==> src/rtl/gfx_sp_fetch_if.sv <==
// Handshake and register-file bundle for the shader-processor operand fetcher.
// master = upstream/downstream/register-file side, slave = gfx_sp_fetch.
interface gfx_sp_fetch_if #(
  parameter int VREG_W = 5,
  parameter int VEC_W  = 32
);
  // instruction request
  logic                       in_valid;
  logic                       in_ready;
  logic [VREG_W-1:0]          in_src_a;
  logic [VREG_W-1:0]          in_src_b;
  logic                       in_two_src;
  logic [VREG_W-1:0]          in_dst;
  // operand response
  logic                       out_valid;
  logic                       out_ready;
  logic [3:0][VEC_W-1:0]      out_op_a;
  logic [3:0][VEC_W-1:0]      out_op_b;
  logic [VREG_W-1:0]          out_dst;
  // register file read side
  logic [VREG_W-1:0]          rf_rd_reg;
  logic [3:0][VEC_W-1:0]      rf_rd_data;
  // writeback in, register file write side out
  logic                       wb_valid;
  logic [VREG_W-1:0]          wb_reg;
  logic [3:0][VEC_W-1:0]      wb_data;
  logic                       rf_wr;
  logic [VREG_W-1:0]          rf_wr_reg;
  logic [3:0][VEC_W-1:0]      rf_wr_data;

  modport master (
    output in_valid, in_src_a, in_src_b, in_two_src, in_dst,
    input  in_ready,
    input  out_valid, out_op_a, out_op_b, out_dst,
    output out_ready,
    input  rf_rd_reg,
    output rf_rd_data,
    output wb_valid, wb_reg, wb_data,
    input  rf_wr, rf_wr_reg, rf_wr_data
  );

  modport slave (
    input  in_valid, in_src_a, in_src_b, in_two_src, in_dst,
    output in_ready,
    output out_valid, out_op_a, out_op_b, out_dst,
    input  out_ready,
    output rf_rd_reg,
    input  rf_rd_data,
    input  wb_valid, wb_reg, wb_data,
    output rf_wr, rf_wr_reg, rf_wr_data
  );
endinterface

==> src/rtl/gfx_sp_fetch.sv <==
// Operand-fetch sequencer: issues one or two reads to a fixed-latency vector
// register file, collects the returns, and hands the operands downstream.
module gfx_sp_fetch #(
  parameter int RD_LAT = 3,
  parameter int VREG_W = 5,
  parameter int VEC_W  = 32
) (
  input  logic            clk,
  input  logic            rst_n,
  gfx_sp_fetch_if.slave   bus
);

  typedef logic [3:0][VEC_W-1:0] vec4_t;
  typedef logic [VREG_W-1:0]     vreg_t;

  localparam logic [2:0] S_IDLE    = 3'd0;
  localparam logic [2:0] S_ISSUE_A = 3'd1;
  localparam logic [2:0] S_ISSUE_B = 3'd2;
  localparam logic [2:0] S_WAIT    = 3'd3;
  localparam logic [2:0] S_OUT     = 3'd4;

  localparam logic SLOT_A = 1'b0;
  localparam logic SLOT_B = 1'b1;

  logic [2:0] state_q, state_d;

  vreg_t  src_a_q, src_a_d;
  vreg_t  src_b_q, src_b_d;
  logic   two_src_q, two_src_d;
  vreg_t  dst_q, dst_d;
  vreg_t  rd_reg_q, rd_reg_d;
  vec4_t  op_a_q, op_a_d;
  vec4_t  op_b_q, op_b_d;

  // Return tracker: index k holds the read issued k cycles ago.
  logic  [RD_LAT:1] vld_pipe_q;
  logic  [RD_LAT:1] slot_pipe_q;
  logic  [RD_LAT:1] hit_pipe_q;
  vec4_t            fdat_pipe_q [RD_LAT:1];

  logic  in_fire, out_fire;
  logic  issue, issue_slot, issue_hit;
  logic  ret_vld, ret_slot, ret_last;
  vec4_t ret_data;

  // Writeback passes straight through to the file; it never stalls.
  assign bus.rf_wr      = bus.wb_valid;
  assign bus.rf_wr_reg  = bus.wb_reg;
  assign bus.rf_wr_data = bus.wb_data;

  assign bus.in_ready  = (state_q == S_IDLE);
  assign bus.out_valid = (state_q == S_OUT);
  assign bus.out_op_a  = op_a_q;
  assign bus.out_op_b  = op_b_q;
  assign bus.out_dst   = dst_q;
  assign bus.rf_rd_reg = rd_reg_q;

  assign in_fire  = bus.in_ready  && bus.in_valid;
  assign out_fire = bus.out_valid && bus.out_ready;

  // The file returns pre-write contents for a same-cycle write, so a
  // matching writeback during issue is the value the instruction must see.
  assign issue      = (state_q == S_ISSUE_A) || (state_q == S_ISSUE_B);
  assign issue_slot = (state_q == S_ISSUE_B) ? SLOT_B : SLOT_A;
  assign issue_hit  = issue && bus.wb_valid && (bus.wb_reg == rd_reg_q);

  assign ret_vld  = vld_pipe_q[RD_LAT];
  assign ret_slot = slot_pipe_q[RD_LAT];
  assign ret_data = hit_pipe_q[RD_LAT] ? fdat_pipe_q[RD_LAT] : bus.rf_rd_data;
  assign ret_last = ret_vld && ((ret_slot == SLOT_B) || !two_src_q);

  always_comb begin
    state_d   = state_q;
    src_a_d   = src_a_q;
    src_b_d   = src_b_q;
    two_src_d = two_src_q;
    dst_d     = dst_q;
    rd_reg_d  = rd_reg_q;
    op_a_d    = op_a_q;
    op_b_d    = op_b_q;

    if (ret_vld) begin
      if (ret_slot == SLOT_B) op_b_d = ret_data;
      else                    op_a_d = ret_data;
    end

    case (state_q)
      S_IDLE: begin
        if (in_fire) begin
          src_a_d   = bus.in_src_a;
          src_b_d   = bus.in_src_b;
          two_src_d = bus.in_two_src;
          dst_d     = bus.in_dst;
          rd_reg_d  = bus.in_src_a;
          op_a_d    = '0;
          op_b_d    = '0;
          state_d   = S_ISSUE_A;
        end
      end
      S_ISSUE_A: begin
        if (two_src_q) begin
          rd_reg_d = src_b_q;
          state_d  = S_ISSUE_B;
        end else begin
          state_d  = S_WAIT;
        end
      end
      S_ISSUE_B: state_d = S_WAIT;
      S_WAIT:    if (ret_last) state_d = S_OUT;
      S_OUT:     if (out_fire) state_d = S_IDLE;
      default:   state_d = S_IDLE;
    endcase
  end

  always_ff @(posedge clk or negedge rst_n) begin
    if (!rst_n) begin
      state_q   <= S_IDLE;
      src_a_q   <= '0;
      src_b_q   <= '0;
      two_src_q <= 1'b0;
      dst_q     <= '0;
      rd_reg_q  <= '0;
      op_a_q    <= '0;
      op_b_q    <= '0;
    end else begin
      state_q   <= state_d;
      src_a_q   <= src_a_d;
      src_b_q   <= src_b_d;
      two_src_q <= two_src_d;
      dst_q     <= dst_d;
      rd_reg_q  <= rd_reg_d;
      op_a_q    <= op_a_d;
      op_b_q    <= op_b_d;
    end
  end

  always_ff @(posedge clk or negedge rst_n) begin
    if (!rst_n) begin
      vld_pipe_q  <= '0;
      slot_pipe_q <= '0;
      hit_pipe_q  <= '0;
      for (int k = 1; k <= RD_LAT; k++) fdat_pipe_q[k] <= '0;
    end else begin
      vld_pipe_q[1]  <= issue;
      slot_pipe_q[1] <= issue_slot;
      hit_pipe_q[1]  <= issue_hit;
      fdat_pipe_q[1] <= bus.wb_data;
      for (int k = 2; k <= RD_LAT; k++) begin
        vld_pipe_q[k]  <= vld_pipe_q[k-1];
        slot_pipe_q[k] <= slot_pipe_q[k-1];
        hit_pipe_q[k]  <= hit_pipe_q[k-1];
        fdat_pipe_q[k] <= fdat_pipe_q[k-1];
      end
    end
  end

endmodule
==> src/flat_wrapper.sv <==
// flat-port wrapper written by rule: the top's interface ports become plain ports
module gfx_sp_fetch_flat 
#(
  parameter int RD_LAT = 3,
  parameter int VREG_W = 5,
  parameter int VEC_W  = 32
)
  (clk, rst_n, bus_in_valid, bus_in_src_a, bus_in_src_b, bus_in_two_src, bus_in_dst, bus_in_ready, bus_out_valid, bus_out_op_a, bus_out_op_b, bus_out_dst, bus_out_ready, bus_rf_rd_reg, bus_rf_rd_data, bus_wb_valid, bus_wb_reg, bus_wb_data, bus_rf_wr, bus_rf_wr_reg, bus_rf_wr_data);
  gfx_sp_fetch_if #(.VREG_W(VREG_W), .VEC_W(VEC_W)) bus_i ();
  input  logic clk;
  input  logic rst_n;
  input wire logic [$bits(bus_i.in_valid)-1:0] bus_in_valid;
  input wire logic [$bits(bus_i.in_src_a)-1:0] bus_in_src_a;
  input wire logic [$bits(bus_i.in_src_b)-1:0] bus_in_src_b;
  input wire logic [$bits(bus_i.in_two_src)-1:0] bus_in_two_src;
  input wire logic [$bits(bus_i.in_dst)-1:0] bus_in_dst;
  output wire logic [$bits(bus_i.in_ready)-1:0] bus_in_ready;
  output wire logic [$bits(bus_i.out_valid)-1:0] bus_out_valid;
  output wire logic [$bits(bus_i.out_op_a)-1:0] bus_out_op_a;
  output wire logic [$bits(bus_i.out_op_b)-1:0] bus_out_op_b;
  output wire logic [$bits(bus_i.out_dst)-1:0] bus_out_dst;
  input wire logic [$bits(bus_i.out_ready)-1:0] bus_out_ready;
  output wire logic [$bits(bus_i.rf_rd_reg)-1:0] bus_rf_rd_reg;
  input wire logic [$bits(bus_i.rf_rd_data)-1:0] bus_rf_rd_data;
  input wire logic [$bits(bus_i.wb_valid)-1:0] bus_wb_valid;
  input wire logic [$bits(bus_i.wb_reg)-1:0] bus_wb_reg;
  input wire logic [$bits(bus_i.wb_data)-1:0] bus_wb_data;
  output wire logic [$bits(bus_i.rf_wr)-1:0] bus_rf_wr;
  output wire logic [$bits(bus_i.rf_wr_reg)-1:0] bus_rf_wr_reg;
  output wire logic [$bits(bus_i.rf_wr_data)-1:0] bus_rf_wr_data;
  assign bus_i.in_valid = bus_in_valid;
  assign bus_i.in_src_a = bus_in_src_a;
  assign bus_i.in_src_b = bus_in_src_b;
  assign bus_i.in_two_src = bus_in_two_src;
  assign bus_i.in_dst = bus_in_dst;
  assign bus_in_ready = bus_i.in_ready;
  assign bus_out_valid = bus_i.out_valid;
  assign bus_out_op_a = bus_i.out_op_a;
  assign bus_out_op_b = bus_i.out_op_b;
  assign bus_out_dst = bus_i.out_dst;
  assign bus_i.out_ready = bus_out_ready;
  assign bus_rf_rd_reg = bus_i.rf_rd_reg;
  assign bus_i.rf_rd_data = bus_rf_rd_data;
  assign bus_i.wb_valid = bus_wb_valid;
  assign bus_i.wb_reg = bus_wb_reg;
  assign bus_i.wb_data = bus_wb_data;
  assign bus_rf_wr = bus_i.rf_wr;
  assign bus_rf_wr_reg = bus_i.rf_wr_reg;
  assign bus_rf_wr_data = bus_i.rf_wr_data;
  gfx_sp_fetch #(.RD_LAT(RD_LAT), .VREG_W(VREG_W), .VEC_W(VEC_W)) u_core (.clk(clk), .rst_n(rst_n), .bus(bus_i));
endmodule
==> config.mk <==
export PLATFORM = sky130hd
export DESIGN_NAME = gfx_sp_fetch_flat
export DESIGN_NICKNAME = d
export VERILOG_FILES = /design/src/rtl/gfx_sp_fetch_if.sv /design/src/rtl/gfx_sp_fetch.sv /design/src/flat_wrapper.sv
export SDC_FILE = /design/constraint.sdc
export NUM_CORES = 1
export LEC_CHECK = 0
export CAP_MARGIN = 0
export CELL_PAD_IN_SITES_DETAIL_PLACEMENT = 0
export CELL_PAD_IN_SITES_GLOBAL_PLACEMENT = 1
export CORE_AREA = 10 10 257 259
export DETAILED_ROUTE_END_ITERATION = 8
export DIE_AREA = 0 0 267 269
export PLACE_DENSITY_LB_ADDON = 0.1
export SYNTH_ARGS = -nofsm -noshare
export SYNTH_HDL_FRONTEND = slang
export SYNTH_SLANG_ARGS = --single-unit
==> constraint.sdc <==
create_clock -name clk -period 2.3 [get_ports clk]
set_input_delay 0.345 -clock clk [delete_from_list [all_inputs] [get_ports clk]]
set_output_delay 0.345 -clock clk [all_outputs]
set_load 0.03 [all_outputs]
==> results of run 1 <==
metal layers:
metal | vias up | GRT usage | share of wire
li1 | 6624 | - | -
met1 | 7194 | 0.226 | 0.37
met2 | 437 | 0.341 | 0.52
met3 | 111 | 0.0697 | 0.082
met4 | 6 | 0.0694 | 0.027
met5 | - | 0 | 0.00054
per-stage QoR:
step | worst slack, ns | cell area [µm²]
3_3_place_gp | 0.290 | 30100
4_1_cts | 0.0420 | 32600
6_report | 0.117 | 32600
3_5_place_dp | 0.311 | 30100
2_1_floorplan | 0.729 | 22800
5_1_grt | 0.00427 | 32600
logic make-up after synthesis:
kind of cell	share of synthesized area
xor+xnor	0.00230
mux	0.0562
buf+inv	0.0669
simple gates	0.0533
compound gates	0.0882
flops	0.733
what timing repair did:
action | CTS | global route
endpoints found under the setup margin | 2 | 0
resized for setup | 2 | 0
hold buffers | 1 | 0
hold endpoints to repair | 25 | 0
cell usage after synthesis, drive strengths merged:
cell type,count,area share
dfrtp,668,0.73
nor2,258,0.042
a211oi,257,0.085
buf,206,0.060
mux2i,128,0.056
clkbuf,34,0.0057
nand2,32,0.0053
inv,6,0.00099
o22ai,6,0.0016
a21oi,5,0.0011
xor2,4,0.0015
and2,3,0.00093
nor2b,2,0.00055
nor3,2,0.00044
nor3b,2,0.00066
o21ai,2,0.00044
xnor2,2,0.00077
and4,1,0.00038
nand3b,1,0.00033
nand4bb,1,0.00049
nor4,1,0.00027
nor4b,1,0.0010
o2111ai,1,0.00038
or4b,1,0.00044
where the power goes:
group | total, W | internal [W] | switching [W]
clock network | 0.0121 | 0.00744 | 0.00462
registers | 0.0163 | 0.0147 | 0.00162
logic | 0.0185 | 0.00743 | 0.0111
total | 0.0469 | 0.0296 | 0.0173
cell type report:
| type | instances | share of cell area |
|---|---|---|
| Antenna cell | 5 | 0.000384 |
| Clock buffer | 104 | 0.0677 |
| Clock inverter | 21 | 0.00906 |
| Inverter | 6 | 0.000691 |
| Multi-Input combinational cell | 710 | 0.140 |
| Sequential cell | 668 | 0.513 |
| Tap cell | 790 | 0.0303 |
| Timing Repair Buffer | 752 | 0.239 |
worst max-delay path, delay by kind of cell (launching register included):
family | cells | cell delay [ns]
buffers and inverters | 2 | 0.62
DFF | 1 | 0.44
and+or+nand+nor | 1 | 0.17
worst paths after layout:
| path | start | to | cells after the start |
|---|---|---|---|
| max | u_core.state_q[0] | bus_in_ready | 3 |
| max reg2reg | u_core.state_q[0] | u_core.bus.out_op_a[67] | 5 |
| min in group asynchronous | rst_n | u_core.fdat_pipe_q[53] | 2 |
| max in group asynchronous | rst_n | u_core.fdat_pipe_q[86] | 3 |
| min reg2reg | u_core.fdat_pipe_q[227] | u_core.fdat_pipe_q[355] | 0 |
| min | bus_wb_data[22] | u_core.fdat_pipe_q[22] | 1 |
==> impl_summary.log, run 1 <==
[metrics] Distinct cells, synth: 29
[metrics] number of primary I/O pins: 684
[metrics] Die X: 267 µm
[metrics] number of max-slew violations in the final report: 0
[metrics] die area: 71,800 µm²
[metrics] Mean Syn Cell Area: 14.0 µm²
[metrics] final setup fails: 0
[metrics] setup slack on the worst flop-to-flop path: 0.50 ns
[metrics] Crit Path Category: flop to primary output
[metrics] share of final-layout standard cells stronger than drive strength 1: 0.0840
[metrics] vertical die dimension: 269 µm
[metrics] slew at the pin closest to its max-slew limit: 0.585 ns
[metrics] CP endpoint kind: primary output
[metrics] core footprint: 61,000 µm²
[metrics] Tcrit/Tclk final: 0.949
[metrics] Clock Tree Buf Depth: 3
[metrics] DR vias/cell: 4.70
[metrics] crit-path cells: buf_4 > nor3_1 > dlygate4sd2_1
[metrics] clock latency on the worst-skew pair: 0.60 ns
[metrics] CTS Sinks: 668
[metrics] number of antenna violations at the first check in global routing: 7
[metrics] gp weighted congestion: 0.802
[metrics] number of rows in the core area: 91
[metrics] multi-input combinational cell area: 4570 µm²
[metrics] flip-flop count of the largest register, all copies and words added: 384
[metrics] final worst hold slack: 0.206 ns
[metrics] Clk Tree Root Cell: sky130_fd_sc_hd__clkbuf_16
[metrics] Crit path arrival time: 1.84 ns
[metrics] commonest cells after routing, fill and taps aside: 680 x sky130_fd_sc_hd__clkdlybuf4s50_1, 667 x sky130_fd_sc_hd__dfrtp_1, 258 x sky130_fd_sc_hd__nor2_1, 257 x sky130_fd_sc_hd__a211oi_1, 128 x sky130_fd_sc_hd__mux2i_1
[metrics] worst slew margin relative to its limit: 0.609
[metrics] residual DRC count: 0
[metrics] number of global-route vias before repair: 15,764
[metrics] maximum level of the CTS H-tree: 3
[metrics] Inserted Clock Buffers: 72
[metrics] count of placed standard cells including taps: 2,925
[metrics] sequential cell area: 16,700 µm²
[metrics] largest reg by FF count: u_core.fdat_pipe_q
[metrics] overall fraction of global-route tracks in use: 0.198
[metrics] TNS Setup: 0 ns
[metrics] Iteration-0 DRC Markers: 700
[metrics] synthesized net count: 1,906
[metrics] total half-perimeter wirelength after legalization and detailed placement: 53,500 µm
[metrics] RSZ-0062 raised after global routing: no
[metrics] post-route non-filler standard cell count: 3,056
[metrics] Net count, final: 2,492
[metrics] total grt overflow: 0
[metrics] utilization after layout: 0.534
[metrics] wire length of the first global-routing pass: 105,000 µm
[metrics] path class of the lowest-slack min-delay path: input pin to flop
[metrics] fin crit period: 2.18 ns
[metrics] Worst Clk Skew: 0.0285 ns
[metrics] Critical Path Max Stage Delay: 0.44 ns
[metrics] startpoint types: flop
[metrics] power density over the cells: 1440 nW/µm²
[metrics] Routed Antenna Nets: 0
[metrics] part of the Yosys area used for sequential elements: 0.733
[metrics] drt pass-1 iters: 4
[metrics] leakage power: 13.3 nW
[metrics] combined area of all synthesized cells: 22,800 µm²
[metrics] IO Port Bufs: 683
[metrics] wire length per cell: 23.7 µm
[metrics] Mapped Cells: 1,624
[metrics] post-route total power: 0.0469 W
[metrics] flip-flop and latch count after synthesis: 668
[metrics] Area growth, synth to finish: 43.0%
[metrics] number of warnings issued by yosys: 0
[metrics] clock transition at the registers of the reported paths: 0.06 ns
[metrics] critical path's slowest cell: sky130_fd_sc_hd__dfrtp_1
[metrics] maximum number of pins on one net before global-route repair: 78
[metrics] VDD IR max: 661 µV
[metrics] count of final hold-check violations: 0
[metrics] initial standard-cell utilization of the core: 0.374
[metrics] Total Routed Length: 72,500 µm
[metrics] buffer count from post-CTS setup fixing: 0
[metrics] FMAX: 458 MHz
[metrics] most frequent standard cell in the layout excluding fill and tap cells: sky130_fd_sc_hd__clkdlybuf4s50_1
[metrics] clock tree from TritonCTS: built
[metrics] number of vias in the routed layout: 14,372
[metrics] run status: completed
[metrics] worst endpoint required time: 1.96 ns
[metrics] FILL cells: 5,092
[metrics] Crit Path Max Fanout: 6
[metrics] number of maximum-capacitance violations: 0
Note: power is estimated with default switching activity, not from simulation.
==> inputs of run 2 (changes only) <==
--- a/config.mk
+++ b/config.mk
@@ -8,9 +8,10 @@
 export CAP_MARGIN = 0
 export CELL_PAD_IN_SITES_DETAIL_PLACEMENT = 0
 export CELL_PAD_IN_SITES_GLOBAL_PLACEMENT = 1
-export CORE_AREA = 10 10 257 259
+export CORE_AREA = 10 10 259 261
+export CTS_BUF_LIST = sky130_fd_sc_hd__clkbuf_8
 export DETAILED_ROUTE_END_ITERATION = 8
-export DIE_AREA = 0 0 267 269
+export DIE_AREA = 0 0 269 271
 export PLACE_DENSITY_LB_ADDON = 0.1
 export SYNTH_ARGS = -nofsm -noshare
 export SYNTH_HDL_FRONTEND = slang
==> run 2 against run 1 <==
Net effect: sequential power about the same; critical path depth down 2; power down 4.4%; fmax down 0.71%; routed wire length down 0.55%; final cell count up 3.9%; combinational power down 3%; via count up 1.1%; first-iteration DRC count up 1.3%; sequential cell count unchanged; largest power group unchanged; highest routed layer unchanged.
==> impl_summary.log, run 2 (same netlist as run 1, synthesis figures left out) <==
[metrics] Die X: 269 µm (+0.75%)
[metrics] cell family with most CP delay: buffers and inverters
[metrics] Total Routed Length: 72,100 µm (-0.55%)
[metrics] worst reg2reg path startpoint: u_core.state_q[2]
[metrics] Crit Path Category: flop to primary output
[metrics] number of maximum-capacitance violations: 0 (unchanged)
[metrics] wire length per cell: 22.7 µm (-4.2%)
[metrics] drt pass-1 iters: 5 (+1)
[metrics] count of placed standard cells including taps: 2,969 (+1.5%)
[metrics] Buf/Inv on CP: 1 (-1)
[metrics] overall fraction of global-route tracks in use: 0.195 (-0.00279)
[metrics] number of antenna violations at the first check in global routing: 17 (+10)
[metrics] number of primary I/O pins: 684 (unchanged)
[metrics] buffer count from post-CTS setup fixing: 0 (unchanged)
[metrics] final setup fails: 0 (unchanged)
[metrics] Min-Delay Path Depth: 1 (unchanged)
[metrics] critical path startpoint: u_core.bus.out_op_b[27]
[metrics] maximum level of the CTS H-tree: 3 (unchanged)
[metrics] Tcrit/Tclk final: 0.956 (+0.00679)
[metrics] CP endpoint kind: primary output
[metrics] gp weighted congestion: 0.797 (-0.67%)
[metrics] largest reg by FF count: u_core.fdat_pipe_q
[metrics] run status: completed
[metrics] worst endpoint required time: 1.96 ns (about the same)
[metrics] final worst hold slack: 0.114 ns (-0.0914 ns)
[metrics] crit-path cells: clkdlybuf4s50_1
[metrics] path class of the lowest-slack min-delay path: input pin to flop
[metrics] share of final-layout standard cells stronger than drive strength 1: 0.102 (+0.0182)
[metrics] Detail Route met2 WL: 36,500 µm (-2.7%)
[metrics] clock tree from TritonCTS: built
[metrics] Crit Path Max Fanout: 2 (-4)
[metrics] Net count, final: 2,527 (+1.4%)
[metrics] standard cell area after detailed placement: 30,000 µm² (-0.13%)
[metrics] total grt overflow: 0 (unchanged)
[metrics] number of vias in the routed layout: 14,525 (+1.1%)
[metrics] vertical die dimension: 271 µm (+0.74%)
[metrics] post-route met1 wirelength: 27,200 µm (+0.55%)
[metrics] most frequent standard cell in the layout excluding fill and tap cells: sky130_fd_sc_hd__clkdlybuf4s50_1
[metrics] clock transition at the registers of the reported paths: 0.06 ns (about the same)
[metrics] leakage power: 13.3 nW (+0.23%)
[metrics] critical path's slowest cell: sky130_fd_sc_hd__clkdlybuf4s50_1
[metrics] FILL cells: 5,350 (+5.1%)
[metrics] number of max-slew violations in the final report: 0 (unchanged)
[metrics] IO Port Bufs: 683 (unchanged)
[metrics] top layer in use: met5
[metrics] number of rows in the core area: 91 (unchanged)
[metrics] Routed Antenna Nets: 0 (unchanged)
[metrics] core footprint: 61,600 µm² (+0.93%)
[metrics] slew at the pin closest to its max-slew limit: 0.676 ns (+0.0911 ns)
[metrics] flip-flop count of the largest register, all copies and words added: 384 (unchanged)
[metrics] Worst Clk Skew: 0.0234 ns (-0.00507 ns)
[metrics] VDD IR max: 792 µV (+20%)
[metrics] Worst Reg2Reg Path Length in Cells: 3 (-2)
[metrics] Area growth, synth to finish: 41.9%
[metrics] maximum number of pins on one net before global-route repair: 129 (+65%)
[metrics] count of final hold-check violations: 0 (unchanged)
[metrics] post-layout instance area: 32,300 µm² (-0.78%)
[metrics] startpoint types: flop
[metrics] Clock Tree Buf Depth: 3 (unchanged)
[metrics] met3 wire length: 6150 µm (+3.6%)
[metrics] DR vias/cell: 4.58 (-2.7%)
[metrics] Worst Min Path Start: bus_wb_data[13]
[metrics] commonest cells after routing, fill and taps aside: 679 x sky130_fd_sc_hd__clkdlybuf4s50_1, 665 x sky130_fd_sc_hd__dfrtp_1, 258 x sky130_fd_sc_hd__nor2_1, 257 x sky130_fd_sc_hd__a211oi_1, 147 x sky130_fd_sc_hd__clkbuf_8
[metrics] worst slew margin relative to its limit: 0.549 (-0.0595)
[metrics] CTS Sinks: 668 (unchanged)
[metrics] power density over the cells: 1390 nW/µm² (-3.7%)
[metrics] logic depth of the worst path, buffers included: 1 (-2)
[metrics] Iteration-0 DRC Markers: 709 (+1.3%)
[metrics] number of global-route vias before repair: 15,809 (+0.29%)
[metrics] initial standard-cell utilization of the core: 0.370 (-0.00345)
[metrics] FMAX: 455 MHz (-0.71%)
[metrics] wire length of the first global-routing pass: 106,000 µm (+0.31%)
[metrics] clock latency on the worst-skew pair: 0.69 ns (+0.09 ns)
[metrics] Inserted Clock Buffers: 110 (+53%)
[metrics] total half-perimeter wirelength after legalization and detailed placement: 53,300 µm (-0.31%)
[metrics] post-route non-filler standard cell count: 3,174 (+3.9%)
[metrics] Clk Tree Root Cell: sky130_fd_sc_hd__clkbuf_8
[metrics] die area: 72,900 µm² (+1.5%)
[metrics] TNS Setup: 0 ns (unchanged)
[metrics] Critical Path Max Stage Delay: 0.81 ns (+0.37 ns)
[metrics] fin crit period: 2.20 ns (+0.0156 ns)
[metrics] Crit path arrival time: 1.85 ns (about the same)
[metrics] residual DRC count: 0 (unchanged)
[metrics] RSZ-0062 raised after global routing: no
==> run 2: stage by stage <==
stage          power [W]   util  setup WS, ns
5_1_grt           0.0473  0.525       0.00177
4_1_cts           0.0455  0.525       0.00994
2_1_floorplan     0.0263      -         0.729
6_report          0.0448  0.525         0.101
3_3_place_gp      0.0346  0.488         0.240
3_5_place_dp      0.0349  0.488         0.207
==> run 2: report_power, final <==
group          internal [W]  switching (W)
clock               0.00580        0.00465
sequential           0.0147        0.00163
combinational       0.00710         0.0109
total                0.0276         0.0172
==> run 2: layout make-up <==
class	instances	area (µm²)	share of cell area
clock buffers	147	2020	0.0625
multi-input cells	710	4570	0.141
inverters	6	22.5	0.000696
diodes	8	20.0	0.000619
well taps	837	1050	0.0324
clock inverters	49	255	0.00789
repair buffers	749	7690	0.238
flip-flops and latches	668	16700	0.517
==> run 2: worst paths after layout <==
path	to	slack, ns
worst min-delay path	u_core.fdat_pipe_q[13]	0.11
max in group asynchronous	u_core.fdat_pipe_q[285]	1.15
min in group asynchronous	u_core.bus.out_op_a[57]	0.17
worst max register to register	u_core.bus.rf_rd_reg[1]	0.47
worst min register to register	u_core.fdat_pipe_q[238]	0.33
worst max-delay path	bus_out_op_b[27]	0.10
==> run 2: per-layer routing <==
layer	up-vias	global-route usage
met5	-	0
met4	16	0.0797
met3	117	0.0699
met2	489	0.328
met1	7174	0.222
li1	6729	-
==> run 2: timing repair <==
action	in CTS	in global routing
cloned	0	0
pin swaps	0	0
gates resized for setup	5	2
hold endpoints to repair	108	0
setup endpoints to repair	3	1
hold buffers	1	0
